$ cat src/rtl/commit_monitor.sv
// Commit-stream monitor: tracks run progress, decides halt pass/fail or watchdog timeout,
// and optionally buffers (pc, inst) pairs in a trace FIFO when COMMIT_MON_TRACE_EN is defined.
module commit_monitor #(
  parameter int unsigned TIMEOUT_CYCLES = 1000,
  parameter logic [31:0] HALT_INST      = 32'h0000006b,
  parameter int unsigned FIFO_DEPTH     = 8,
  parameter int unsigned CNT_W          = 32
) (
  input  logic             clock,
  input  logic             reset,
  input  logic             start,
  input  logic             commit,
  input  logic [31:0]      commit_pc,
  input  logic [31:0]      commit_inst,
  input  logic [31:0]      a0,
  output logic             done,
  output logic             pass,
  output logic             timeout,
  output logic [CNT_W-1:0] commit_cnt,
  output logic [CNT_W-1:0] cycle_cnt,
  output logic             trace_valid,
  input  logic             trace_ready,
  output logic [31:0]      trace_pc,
  output logic [31:0]      trace_inst,
  output logic             trace_overflow
);

  localparam int unsigned WD_W = $clog2(TIMEOUT_CYCLES + 1);
  localparam logic [WD_W-1:0] WD_LIMIT = WD_W'(TIMEOUT_CYCLES - 1);

  typedef enum logic [1:0] {
    IDLE = 2'd0,
    RUN  = 2'd1,
    HALT = 2'd2,
    TOUT = 2'd3
  } state_t;

  state_t           state_r;
  logic [WD_W-1:0]  wdogCnt_r;
  logic [CNT_W-1:0] commitCnt_r;
  logic [CNT_W-1:0] cycleCnt_r;
  logic             done_r;
  logic             pass_r;
  logic             timeout_r;
  logic             isHalt_s;

  function automatic logic [CNT_W-1:0] satInc(input logic [CNT_W-1:0] v);
    if (v == {CNT_W{1'b1}}) begin
      satInc = v;
    end else begin
      satInc = v + CNT_W'(1);
    end
  endfunction

  assign isHalt_s = (commit_inst == HALT_INST);

  // Run-state FSM with progress counters, watchdog and sticky verdict flags.
  always_ff @(posedge clock or posedge reset) begin
    if (reset) begin
      state_r     <= IDLE;
      wdogCnt_r   <= {WD_W{1'b0}};
      commitCnt_r <= {CNT_W{1'b0}};
      cycleCnt_r  <= {CNT_W{1'b0}};
      done_r      <= 1'b0;
      pass_r      <= 1'b0;
      timeout_r   <= 1'b0;
    end else begin
      case (state_r)
        IDLE: begin
          if (start) begin
            state_r <= RUN;
          end else begin
            state_r <= IDLE;
          end
        end
        RUN: begin
          cycleCnt_r <= satInc(cycleCnt_r);
          // A commit always beats the watchdog, even on the limiting cycle.
          if (commit) begin
            commitCnt_r <= satInc(commitCnt_r);
            wdogCnt_r   <= {WD_W{1'b0}};
            if (isHalt_s) begin
              state_r <= HALT;
              done_r  <= 1'b1;
              pass_r  <= (a0 == 32'h0000_0000);
            end else begin
              state_r <= RUN;
            end
          end else if (wdogCnt_r == WD_LIMIT) begin
            state_r   <= TOUT;
            done_r    <= 1'b1;
            timeout_r <= 1'b1;
            pass_r    <= 1'b0;
          end else begin
            wdogCnt_r <= wdogCnt_r + WD_W'(1);
          end
        end
        HALT: begin
          state_r <= HALT;
        end
        TOUT: begin
          state_r <= TOUT;
        end
        default: begin
          state_r <= IDLE;
        end
      endcase
    end
  end

  assign done       = done_r;
  assign pass       = pass_r;
  assign timeout    = timeout_r;
  assign commit_cnt = commitCnt_r;
  assign cycle_cnt  = cycleCnt_r;

`ifdef COMMIT_MON_TRACE_EN
  localparam int unsigned PTR_W = $clog2(FIFO_DEPTH);

  logic [31:0]    pcMem_r   [FIFO_DEPTH];
  logic [31:0]    instMem_r [FIFO_DEPTH];
  logic [PTR_W:0] wrPtr_r;
  logic [PTR_W:0] rdPtr_r;
  logic           overflow_r;
  logic           countCommit_s;
  logic           empty_s;
  logic           full_s;
  logic           pop_s;
  logic           pushOk_s;

  assign countCommit_s = (state_r == RUN) && commit;
  assign empty_s       = (wrPtr_r == rdPtr_r);
  assign full_s        = (wrPtr_r[PTR_W] != rdPtr_r[PTR_W]) &&
                         (wrPtr_r[PTR_W-1:0] == rdPtr_r[PTR_W-1:0]);
  assign pop_s         = !empty_s && trace_ready;
  // A pop in the same cycle frees the slot, so a full FIFO still accepts the push.
  assign pushOk_s      = countCommit_s && (!full_s || pop_s);

  // FIFO pointers and sticky drop flag.
  always_ff @(posedge clock or posedge reset) begin
    if (reset) begin
      wrPtr_r    <= {(PTR_W+1){1'b0}};
      rdPtr_r    <= {(PTR_W+1){1'b0}};
      overflow_r <= 1'b0;
    end else begin
      if (pushOk_s) begin
        wrPtr_r <= wrPtr_r + (PTR_W+1)'(1);
      end else begin
        wrPtr_r <= wrPtr_r;
      end
      if (pop_s) begin
        rdPtr_r <= rdPtr_r + (PTR_W+1)'(1);
      end else begin
        rdPtr_r <= rdPtr_r;
      end
      if (countCommit_s && full_s && !pop_s) begin
        overflow_r <= 1'b1;
      end else begin
        overflow_r <= overflow_r;
      end
    end
  end

  // Entry storage; contents are only meaningful between the pointers.
  always_ff @(posedge clock) begin
    if (pushOk_s) begin
      pcMem_r[wrPtr_r[PTR_W-1:0]]   <= commit_pc;
      instMem_r[wrPtr_r[PTR_W-1:0]] <= commit_inst;
    end
  end

  assign trace_valid    = !empty_s;
  assign trace_pc       = trace_valid ? pcMem_r[rdPtr_r[PTR_W-1:0]]   : 32'h0000_0000;
  assign trace_inst     = trace_valid ? instMem_r[rdPtr_r[PTR_W-1:0]] : 32'h0000_0000;
  assign trace_overflow = overflow_r;
`else
  logic unusedTrace_s;

  assign unusedTrace_s  = ^{trace_ready, commit_pc, 32'(FIFO_DEPTH)};
  assign trace_valid    = 1'b0;
  assign trace_pc       = 32'h0000_0000;
  assign trace_inst     = 32'h0000_0000;
  assign trace_overflow = 1'b0;
`endif

endmodule

$ cat config.mk
export PLATFORM = sky130hd
export DESIGN_NAME = commit_monitor
export DESIGN_NICKNAME = d
export VERILOG_FILES = /design/src/rtl/commit_monitor.sv
export SDC_FILE = /design/constraint.sdc
export NUM_CORES = 1
export LEC_CHECK = 0
export BUFFER_PORTS_ARGS = -buffer_cell sky130_fd_sc_hd__buf_4
export CORE_ASPECT_RATIO = 1.5
export CORE_MARGIN = 3
export CORE_UTILIZATION = 30
export DETAILED_ROUTE_END_ITERATION = 10
export SKIP_CTS_REPAIR_TIMING = 1
export SYNTH_ARGS = -nofsm -noshare
export SYNTH_HDL_FRONTEND = slang
export SYNTH_SLANG_ARGS = --single-unit
$ cat constraint.sdc
create_clock -name clock -period 2.69 [get_ports clock]
set_input_delay 0.1345 -clock clock [delete_from_list [all_inputs] [get_ports clock]]
set_output_delay 0.1345 -clock clock [all_outputs]
set_load 0.02 [all_outputs]
== Word level (Yosys, flattened, before mapping) ==
Index checks and enable logic that the tools add are counted.

* Register bits: 79
* Input port bits: 101

* Add/sub/neg operators: 3
* Equal/unequal tests: 10
* Muxes and demuxes: 13
* Bitwise gates (word level): 3
* Reduce and logical (&&, ||, !) cells: 8

{| class="wikitable"
|+ Operator list
! cell !! count
|-
| adder 32 x 1 -> 32 bit, second input constant || 2
|-
| equality test 32 bit, second input constant || 2
|-
| equality test 32 x 7 -> 1 bit, second input constant || 1
|-
| zero test 32 bit || 1
|-
| 2-to-1 mux 10 bit || 2
|-
| adder 10 x 1 -> 10 bit, second input constant || 1
|-
| equality test 10 bit, second input constant || 1
|-
| AND reduction 3 bit || 3
|-
| case mux 2 bit (4 select lines) || 1
|-
| 2-to-1 mux 1 bit || 7
|-
| 2-to-1 mux 2 bit || 3
|-
| equality test 2 bit, second input constant || 2
|-
| AND reduction 2 bit || 2
|-
| != test 3 bit, second input constant || 1
|-
| NOT 1 bit || 3
|-
| equality test 2 x 1 -> 1 bit, second input constant || 1
|-
| zero test 2 bit || 1
|-
| != test 2 x 1 -> 1 bit, second input constant || 1
|-
| != test 2 bit, second input constant || 1
|-
| nonzero test 2 bit || 1
|}

== Depth between registers and ports, before layout ==
* Depth in word-level cells: 4
* Mapped depth: 8

== Worst setup path after synthesis ==
Ideal clock, no wire load.

* Kind: flip-flop to flip-flop
* From: register commitCnt_r[16] (netlist: commit_cnt[16])
* To: register commitCnt_r[21] (netlist: commit_cnt[21])
* Library setup time: 134 ps
* Data arrival time: 2376 ps
* Data required time: 2556 ps
* Slack: 181 ps
* Stages on the path, launching flop included: 8
* Path buffers: 1
* Period minus slack after synthesis: 2509 ps
* Path through: dfrtp_1 > nand4_2 > or4_4 > or4_4 > and4_4 > buf_6 > and4_1 > xor2_1

* Word-level cells in the longest chain between the ends: 3
* Elaborated cells between the ends (all ways): 4
* Classes of those cells: add/sub: 1; eq/ne: 1; bitwise: 1; reduce/logical: 1

{| class="wikitable"
|+ Ends and longest elaborated chain
! what !! RTL line !! text
|-
| start: declaration || 40 || <nowiki>logic [CNT_W-1:0] commitCnt_r;</nowiki>
|-
| start signal: assignment || 62 || <nowiki>commitCnt_r <= {CNT_W{1'b0}};</nowiki>
|-
| start signal: assignment || 80 || <nowiki>commitCnt_r <= satInc(commitCnt_r);</nowiki>
|-
| parallel branches: the longest is 3 deep, another holds adder 32 x 1 -> 32 bit || n/a ||
|}

Parallel ways; which one is timed is not known.
A chain may end at the register's enable or synchronous reset.

== Final worst setup path ==
Ends and elaborated chain as after synthesis.

==> results_dict.tcl <==
set metrics [dict create \
    outcome "finished clean" \
    setup_viol 0 \
    cp.required_ps 2910 \
    synth_area_leaders "dfrtp_1 (46%), buf_4 (11%), xnor2_1 (7.9%)" \
    use_met3_pct 3.55 \
    clock_sinks 79 \
    synthFlopType "dfrtp_1" \
    worst_pin_slew_ps 725 \
    ys_top_cells_by_count "dfrtp_1 (79), buf_4 (66), nand2_1 (45), xnor2_1 (39), nor2_1 (29)" \
    worst_r2r_path_depth 6 \
    vias 3475 \
    wirelength_um 10400 \
    grt_max_degree 42 \
    antenna_found_initial 0 \
    cap_viol_max_count 0 \
    die_w_um 104 \
    drt-vias-per-instance 4.42 \
    p_leak_nw 2.83 \
    clk_pin_slew_ps 60 \
    layout.nets 693 \
    htree_levels 3 \
    area_growth_pct 32.4 \
    place_congestion 0.852 \
    ff2ff_setup_slack_ps 250 \
    grt_usage_pct 13.1 \
    yosysWarnings 0 \
    layout-drive-gt1-share_pct 28.1 \
    grt_overflow 0 \
    worst_clock_skew_ps 4.52 \
    insertion_delay_ps 330 \
    p_total_mw 3.62 \
    synthDistinctLibCells 41 \
    power_per_cell_area_nw_per_um2 634 \
    yosysMostFrequentCell "dfrtp_1" \
    async_flop_share_pct 100 \
    place_ws_ps 257 \
    synth-edff-count 0 \
    r2r-end "commit_cnt[21]" \
    fp.dieH_um 153 \
    rows 53 \
    gr-usage-met1_pct 14.7 \
    clockBufferDepth 2 \
    place_hpwl_um 8030 \
    ys_seq_area_share_pct 45.8 \
    dieArea_um2 15900 \
    coreArea_um2 14100 \
    finalCritPeriodShare_pct 90.7 \
    hp-class "input pin to flip-flop" \
    critPathArrivalTime_ps 2650 \
    slew_viol_final 0 \
    start_kind "flip-flop" \
    worstPathMaxFanout 10 \
    syn_inst 441 \
    hold_viol 0 \
    ant_nets 0 \
    syn_area_um2 4320 \
    initial_core_util_pct 30.7 \
    antenna_cells 0 \
    critPathKind "flip-flop to flip-flop" \
    rsz0062_at_grt "no" \
    hold_end "wdogCnt_r[4]" \
    port_buffers 134 \
    fin_ws_ps 251 \
    r2r_start "commit_cnt[16]" \
    cts_tree "done" \
    drc 0 \
    num-fill-cells 1433 \
    syn_avg_cell_area_um2 9.79 \
    min_path_cells 4 \
    first_pass_iters 4 \
    cts_buffers 9 \
    clockRootBuffer "clkbuf_16" \
    fin_setup_tns_ps 0 \
    grt_pass1_vias 3539 \
    endpoint_kind "flip-flop" \
    synth_top_cell_by_area "dfrtp_1" \
    slew_headroom_pct 51.6 \
    grt_busiest_layer "met2" \
    layout_min_cycle_time_ps 2440 \
    vdd_ir_drop_max_v 0.000478 \
    hold_start "commit" \
    ys_ff_latch 79 \
    grtUsageMet2_pct 23.7 \
    worst_hold_slack_ps 154 \
    fmax_mhz 410 \
    wire_per_inst_um 13.3 \
    yosys.area.top_type_share_pct 45.8 \
    grt_first_pass_wirelength_um 17300 \
    ios 234 \
    drt_iter0_markers 72 \
]
-- cell families after synthesis --
logic type / after synthesis / synth area share, %
compound gates: 23 / 3.04
other cells: 1 / 0.0869
mux: 3 / 0.783
fa+ha+maj: 3 / 0.870
flops: 79 / 45.8
xor+xnor: 64 / 13.0
simple gates: 193 / 24.0
buf+inv: 75 / 12.4
-- per-stage QoR --
stage | utilization [%] | cell area [um^2] | cells
after global routing | 40.6 | 5710 | 786
after floorplan | - | 4560 | 506
final | 40.6 | 5710 | 786
after CTS | 40.5 | 5690 | 784
after detailed placement | 38.0 | 5350 | 768
after global placement | 38.0 | 5350 | 768
-- cells in the final DEF (no fill, tap or decap), types with 3 or more instances in the layout --
cell	Yosys	layout
xor2_1	25	25
mux2_2	3	3
and3_1	13	13
and2_1	3	3
nor2b_1	3	3
inv_1	5	4
clkinv_2	0	3
conb_1	1	66
clkbuf_16	0	9
nor3_1	13	13
buf_4	66	139
nand4_1	23	23
nor4_1	16	16
or3_1	6	6
and4_1	6	6
dfrtp_1	79	79
ha_1	3	3
nand2b_1	4	4
nand2_1	45	45
nand3_1	19	19
bufinv_16	0	3
a21oi_1	5	5
nor2_1	29	29
xnor2_1	39	39
o21ai_0	10	10
-- final cells by class --
cell class / count / area (um^2) / area share [%]
Timing Repair Buffer: 142 / 1080 / 19.0
Sequential cell: 79 / 1980 / 34.6
Clock buffer: 10 / 239 / 4.18
Clock inverter: 6 / 108 / 1.88
Tap cell: 192 / 240 / 4.20
Multi-Input combinational cell: 352 / 2050 / 35.8
Inverter: 5 / 20.0 / 0.350
-- state kept, by name, summed over array words and instances, names as in the netlist --
signal and count:
cycle_cnt 32, state_r 2, pass 1, commit_cnt 32
timeout 1, done 1, wdogCnt_r 10
-- worst max path at each step --
stage / start / to / slack [ps] / cells after the start
floorplan: commit_cnt[16] / commit_cnt[21] / 180 / 7
global placement: commit_cnt[16] / commit_cnt[21] / 280 / 6
detailed placement: commit_cnt[16] / commit_cnt[21] / 260 / 6
CTS: commit_cnt[16] / commit_cnt[21] / 240 / 6
global route: commit_cnt[16] / commit_cnt[21] / 150 / 6
finish: commit_cnt[16] / commit_cnt[21] / 250 / 6
-- routing by layer --
layer	up-vias	routed length [um]
li1	1691	-
met5	-	0
met3	10	640
met4	0	132
met2	115	5640
met1	1659	4030
-- power breakdown --
group / switching [mW] / total (mW) / internal, mW / leakage (nW)
logic: 0.430 / 0.760 / 0.330 / 1.60
registers: 0.153 / 1.46 / 1.30 / 1.06
clock network: 0.477 / 1.41 / 0.928 / 0.168
-- worst max-delay path, cell delays in order (launching register included) --
cell and delay, ps:
dfrtp_1 450, nand4_2 180, or4_4 590, or4_4 500, and4_4 250, and4_1 210
xor2_1 130
No activity file was read; power rests on OpenSTA's default activity.
